--- src/rtl/ahb_ri5cy_master.sv ---
// ahb_ri5cy_master: RI5CY req/gnt/rvalid data port to AHB-Lite SINGLE-transfer initiator.
// Define AHB_MST_RSP_REG_EN to register rvalid_o/err_o/rdata_o (one extra cycle of latency).
module ahb_ri5cy_master #(
  parameter int         AHB_ADDR_WIDTH = 32,
  parameter int         AHB_DATA_WIDTH = 32,
  parameter logic [3:0] HPROT_VALUE    = 4'b0011
) (
  input  logic                      clk,
  input  logic                      rstn,
  input  logic                      req_i,
  output logic                      gnt_o,
  input  logic [AHB_ADDR_WIDTH-1:0] addr_i,
  input  logic                      we_i,
  input  logic [3:0]                be_i,
  input  logic [AHB_DATA_WIDTH-1:0] wdata_i,
  output logic                      rvalid_o,
  output logic [AHB_DATA_WIDTH-1:0] rdata_o,
  output logic                      err_o,
  output logic [AHB_ADDR_WIDTH-1:0] haddr_o,
  output logic                      hwrite_o,
  output logic [2:0]                hsize_o,
  output logic [2:0]                hburst_o,
  output logic [3:0]                hprot_o,
  output logic [1:0]                htrans_o,
  output logic                      hmastlock_o,
  output logic [AHB_DATA_WIDTH-1:0] hwdata_o,
  input  logic [AHB_DATA_WIDTH-1:0] hrdata_i,
  input  logic                      hready_i,
  input  logic                      hresp_i
);

  typedef enum logic [1:0] {HTRANS_IDLE = 2'b00, HTRANS_NONSEQ = 2'b10} htrans_e;
  typedef enum logic [2:0] {HSIZE_BYTE = 3'b000, HSIZE_HALF = 3'b001, HSIZE_WORD = 3'b010} hsize_e;

  logic                      dphase_q, dphase_d;
  logic                      dp_write_q, dp_write_d;
  logic [AHB_DATA_WIDTH-1:0] hwdata_q, hwdata_d;
  logic                      abort;
  logic                      done;
  hsize_e                    size;
  logic [1:0]                offset;

  // abort covers both ERROR cycles: the first withholds the grant, the second completes.
  assign abort = dphase_q & hresp_i;
  assign done  = dphase_q & hready_i;

  assign gnt_o       = rstn & req_i & hready_i & ~abort;
  assign htrans_o    = (rstn & req_i & ~abort) ? HTRANS_NONSEQ : HTRANS_IDLE;
  assign hwrite_o    = we_i;
  assign hsize_o     = size;
  assign haddr_o     = {addr_i[AHB_ADDR_WIDTH-1:2], offset};
  assign hburst_o    = 3'b000;
  assign hprot_o     = HPROT_VALUE;
  assign hmastlock_o = 1'b0;
  assign hwdata_o    = hwdata_q;

  // NOTE: every variable driven in always_comb gets a default first, so no latch is inferred.
  always_comb begin
    size   = HSIZE_WORD;
    offset = 2'b00;
    case (be_i)
      4'b0011: size = HSIZE_HALF;
      4'b1100: begin size = HSIZE_HALF; offset = 2'b10; end
      4'b0001: size = HSIZE_BYTE;
      4'b0010: begin size = HSIZE_BYTE; offset = 2'b01; end
      4'b0100: begin size = HSIZE_BYTE; offset = 2'b10; end
      4'b1000: begin size = HSIZE_BYTE; offset = 2'b11; end
      default: ;
    endcase
  end

  always_comb begin
    dphase_d   = dphase_q;
    dp_write_d = dp_write_q;
    hwdata_d   = hwdata_q;
    if (done) dphase_d = 1'b0;
    // A grant in the completion cycle overrides the clear: back-to-back pipelining.
    if (gnt_o) begin
      dphase_d   = 1'b1;
      dp_write_d = we_i;
      hwdata_d   = wdata_i;
    end
  end

  // NOTE: sequential state uses non-blocking assignments and clears on the async reset edge.
  always_ff @(posedge clk or negedge rstn) begin
    if (!rstn) begin
      dphase_q   <= 1'b0;
      dp_write_q <= 1'b0;
      hwdata_q   <= '0;
    end else begin
      dphase_q   <= dphase_d;
      dp_write_q <= dp_write_d;
      hwdata_q   <= hwdata_d;
    end
  end

`ifdef AHB_MST_RSP_REG_EN
  logic                      rvalid_q, rvalid_d;
  logic                      err_q, err_d;
  logic [AHB_DATA_WIDTH-1:0] rdata_q, rdata_d;

  always_comb begin
    rvalid_d = done;
    err_d    = done & hresp_i;
    rdata_d  = (done & ~dp_write_q) ? hrdata_i : rdata_q;
  end

  always_ff @(posedge clk or negedge rstn) begin
    if (!rstn) begin
      rvalid_q <= 1'b0;
      err_q    <= 1'b0;
      rdata_q  <= '0;
    end else begin
      rvalid_q <= rvalid_d;
      err_q    <= err_d;
      rdata_q  <= rdata_d;
    end
  end

  assign rvalid_o = rvalid_q;
  assign err_o    = err_q;
  assign rdata_o  = rdata_q;

  logic unused_ok;
  assign unused_ok = &{1'b0, addr_i[1:0]};
`else
  assign rvalid_o = done;
  assign err_o    = done & hresp_i;
  assign rdata_o  = hrdata_i;

  logic unused_ok;
  assign unused_ok = &{1'b0, addr_i[1:0], dp_write_q};
`endif

endmodule
--- config.mk ---
export PLATFORM = sky130hd
export DESIGN_NAME = ahb_ri5cy_master
export DESIGN_NICKNAME = d
export VERILOG_FILES = /design/src/rtl/ahb_ri5cy_master.sv
export SDC_FILE = /design/constraint.sdc
export NUM_CORES = 1
export LEC_CHECK = 0
export CAP_MARGIN = 20
export CORE_MARGIN = 1.5
export CORE_UTILIZATION = 29
export CTS_BUF_LIST = sky130_fd_sc_hd__clkbuf_8
export DETAILED_ROUTE_END_ITERATION = 12
export GPL_ROUTABILITY_DRIVEN = 0
export PLACE_DENSITY = 0.89
export SYNTH_ARGS = -nofsm -noshare
export SYNTH_HDL_FRONTEND = slang
export SYNTH_SLANG_ARGS = --single-unit
--- constraint.sdc ---
create_clock -name clk -period 1.6 [get_ports clk]
set_clock_uncertainty 0.1 [all_clocks]
set_input_delay 0.32 -clock clk [delete_from_list [all_inputs] [get_ports clk]]
set_output_delay 0.32 -clock clk [all_outputs]
set_load 0.005 [all_outputs]
==> impl_metrics.py <==
metrics = {
    "status": {
        "run_status": "completed",
    },
    "yosys": {
        "yosysSeqAreaShare_pct": 41.5,
        "post_synth_instance_area_um2": 1990,
        "syn_area_per_cell_um2": 12.3,
        "post_synth_num_cell_types": 17,
        "syn-instance-count": 161,
        "synth.yosys.warnings": 0,
        "synth_seq_cells": 33,
    },
    "layout": {
        "layout_commonest_cell": "sky130_fd_sc_hd__clkdlybuf4s50_1",
        "n_antenna_cell": 0,
        "final_area_um2": 2540,
        "syn_to_final_growth_pct": 27.9,
        "mostFrequentLayoutCells": "sky130_fd_sc_hd__clkdlybuf4s50_1 (48), sky130_fd_sc_hd__dfrtp_1 (33), sky130_fd_sc_hd__mux2_4 (28), sky130_fd_sc_hd__dlymetal6s2s_1 (16), sky130_fd_sc_hd__buf_4 (11)",
        "final_nets": 300,
        "layout-drive-gt1-share_pct": 36.4,
    },
    "critical_path": {
        "critical_path_sink": "hwdata_o[29]",
        "path_delay_family": "buffers and inverters",
        "setup.worst_path.end_class": "output port",
        "source_of_the_critical_timing_path": "hwdata_o[29]",
        "criticalPathCategory": "reg2out",
        "worst_ep_required_time_ns": 1.18,
        "ff2ff_setup_slack_ns": 0.16,
        "critical_path_peak_fanout": 2,
        "worst_r2r_endpoint": "hwdata_o[24]",
        "worst-r2r-cell-count": 5,
        "cells_along_the_critical_path": "clkdlybuf4s50_1",
        "worst_r2r_startpoint": "dphase_q",
        "crit_path_start_kind": "register",
        "worstSetupPathDepth": 1,
        "worst_path_max_delay_cell": "sky130_fd_sc_hd__clkdlybuf4s50_1",
        "crit_arrival_ns": 1.14,
        "critical_path_buf_inv_count": 1,
        "worst_path_largest_cell_delay_ns": 0.51,
    },
    "timing": {
        "period_share_pct": 97.2,
        "finalHoldViolations": 0,
        "fmaxAchievable_ghz": 0.643,
        "timing.final.crit_period_ns": 1.56,
        "pnr_worst_setup_slack_ns": 0.0448,
        "hold_slack_ns": 0.412,
        "final-max-slew-violation-count": 0,
        "setup_viol_count_final": 0,
    },
    "job": {
        "max-cap-violations": 0,
    },
    "placement": {
        "postPlaceCellArea_um2": 2410,
        "numPortBuffers": 80,
        "setup_slack_after_placement_ns": -0.568,
        "detailedPlacementHpwl_mm": 3.07,
    },
    "cts": {
        "cts_buffers": 5,
        "cts.path.max_buffers": 2,
        "clock_transition_at_the_registers_of_the_reported_paths_ns": 0.07,
        "depth_of_the_cts_h_tree": 2,
        "clock-sinks": 33,
        "tritoncts": "done",
        "cts_root_buf": "sky130_fd_sc_hd__clkbuf_8",
        "insertion_delay_ns": 0.28,
    },
    "detailed_routing": {
        "remaining_antenna_violation_count": 0,
        "wire_length_reported_by_the_detailed_router_mm": 4.10,
        "dr_total_vias": 1144,
        "routed_wire_length_per_instance_um": 15.1,
        "dr.pass1.iters": 4,
        "detailedRoute.firstIterationViolations": 19,
        "drc": 0,
        "viasPerCell": 4.21,
    },
    "global_route": {
        "global_route_wire_length_before_repair_mm": 6.21,
        "grtUsageTotal_pct": 10.9,
        "grt_pass1_vias": 1242,
        "grt_start_max_net_pins": 25,
        "grt-ovfl-total": 0,
        "grt_antenna_before_repair": 0,
    },
    "floorplan": {
        "die-width_um": 85.8,
        "die_area_um2": 7360,
        "start_util_pct": 30.6,
        "io_pins": 219,
        "placement_rows": 29,
        "core_area_um2": 6490,
        "die_y_um": 85.8,
    },
    "power_and_ir_drop": {
        "pwr_density_cell_nw_per_um2": 998,
        "cellLeakagePower_uw": 0.00135,
        "total_power_uw": 2540,
        "max-vdd-ir-drop_v": 0.000259,
    },
    "worst_hold_path": {
        "hp-class": "reg2reg",
    },
}
routing by layer:
layer	global-route usage (%)	routed length [um]	vias up
met5	0	0	-
met4	6.16	120	0
met3	3.46	366	20
met2	19.5	2160	79
met1	11.3	1450	540
li1	-	-	505
power breakdown:
part / internal (uW) / switching, uW / leakage (uW)
Sequential: 1010 / 98.3 / 0.000392
Combinational: 602 / 223 / 0.000916
Clock: 300 / 304 / 0.0000439
cells by family (layout without fill, tap and decap cells):
group	Yosys count	count (layout)	synth area share, %
xor gates and xnor gates	1	1	0.441
DFF	33	33	41.5
AOI/OAI and AO/OA	1	1	0.251
and+or+nand+nor	14	14	4.34
other	2	10	0.378
muxes	32	32	23.4
buffers and inverters	78	104	29.6
registers in the layout, summed over array words and instances (netlist names):
register / count
hwdata_o: 32
dphase_q: 1
worst register-to-register path, cell delays in order (launching register included):
cell and delay [ns]:
sky130_fd_sc_hd__dfrtp_1 0.40, sky130_fd_sc_hd__nand2_2 0.10, sky130_fd_sc_hd__nand4_4 0.09, sky130_fd_sc_hd__buf_4 0.17, sky130_fd_sc_hd__buf_4 0.16, sky130_fd_sc_hd__mux2_4 0.30
Yosys cell counts:
| master | n | share of area [%] |
|---|---|---|
| sky130_fd_sc_hd__and2_1 | 1 | 0.31 |
| sky130_fd_sc_hd__and3_1 | 2 | 0.63 |
| sky130_fd_sc_hd__buf_4 | 73 | 28 |
| sky130_fd_sc_hd__buf_6 | 3 | 1.7 |
| sky130_fd_sc_hd__conb_1 | 2 | 0.38 |
| sky130_fd_sc_hd__dfrtp_1 | 33 | 42 |
| sky130_fd_sc_hd__inv_1 | 2 | 0.38 |
| sky130_fd_sc_hd__mux2_2 | 4 | 2.3 |
| sky130_fd_sc_hd__mux2_4 | 28 | 21 |
| sky130_fd_sc_hd__nand2_1 | 1 | 0.19 |
| sky130_fd_sc_hd__nand2_2 | 1 | 0.31 |
| sky130_fd_sc_hd__nand3_1 | 2 | 0.50 |
| sky130_fd_sc_hd__nand4_4 | 1 | 1.1 |
| sky130_fd_sc_hd__nor2_1 | 3 | 0.57 |
| sky130_fd_sc_hd__nor3_1 | 3 | 0.75 |
| sky130_fd_sc_hd__o21ai_0 | 1 | 0.25 |
| sky130_fd_sc_hd__xnor2_1 | 1 | 0.44 |
cell type report:
type                       count  area (um^2)
inverter                       2         7.51
sequential                    33          826
multi-input combinational     58          629
tap                           77         96.3
fill                         609         3950
clock buffer                   5         68.8
clock inverter                 3         17.5
timing repair buffer          94          898
how the worst min path moves through the flow:
stage | depth (start not counted) | startpoint | slack (ns) | to
finish | 1 | hwdata_o[13] | 0.41 | hwdata_o[13]
global route | 1 | hwdata_o[21] | 0.43 | hwdata_o[21]
CTS | 2 | hready_i | 0.40 | dphase_q
detailed placement | 2 | rstn | 0.23 | dphase_q
global placement | 2 | rstn | 0.23 | dphase_q
floorplan | 0 | rstn | -0.08 | dphase_q
timing repair:
item                                    in CTS  in global routing
hold endpoints to repair                     9                  0
setup buffers                                2                  1
hold buffers                                 2                  0
pin swaps                                    4                  3
gates resized for setup                     32                 33
endpoints found under the setup margin       8                 24
gates cloned                                 0                  0
metrics by stage:
stage / util [%] / setup TNS (ns) / std cells
after global routing: 39.2 / -0.0000590 / 272
after floorplan: - / 0 / 169
after detailed placement: 37.1 / -11.38 / 259
final: 39.2 / 0 / 272
after global placement: 37.1 / -10.48 / 259
after CTS: 39.0 / -0.0141 / 271
Note: power is estimated with default switching activity, not from simulation.
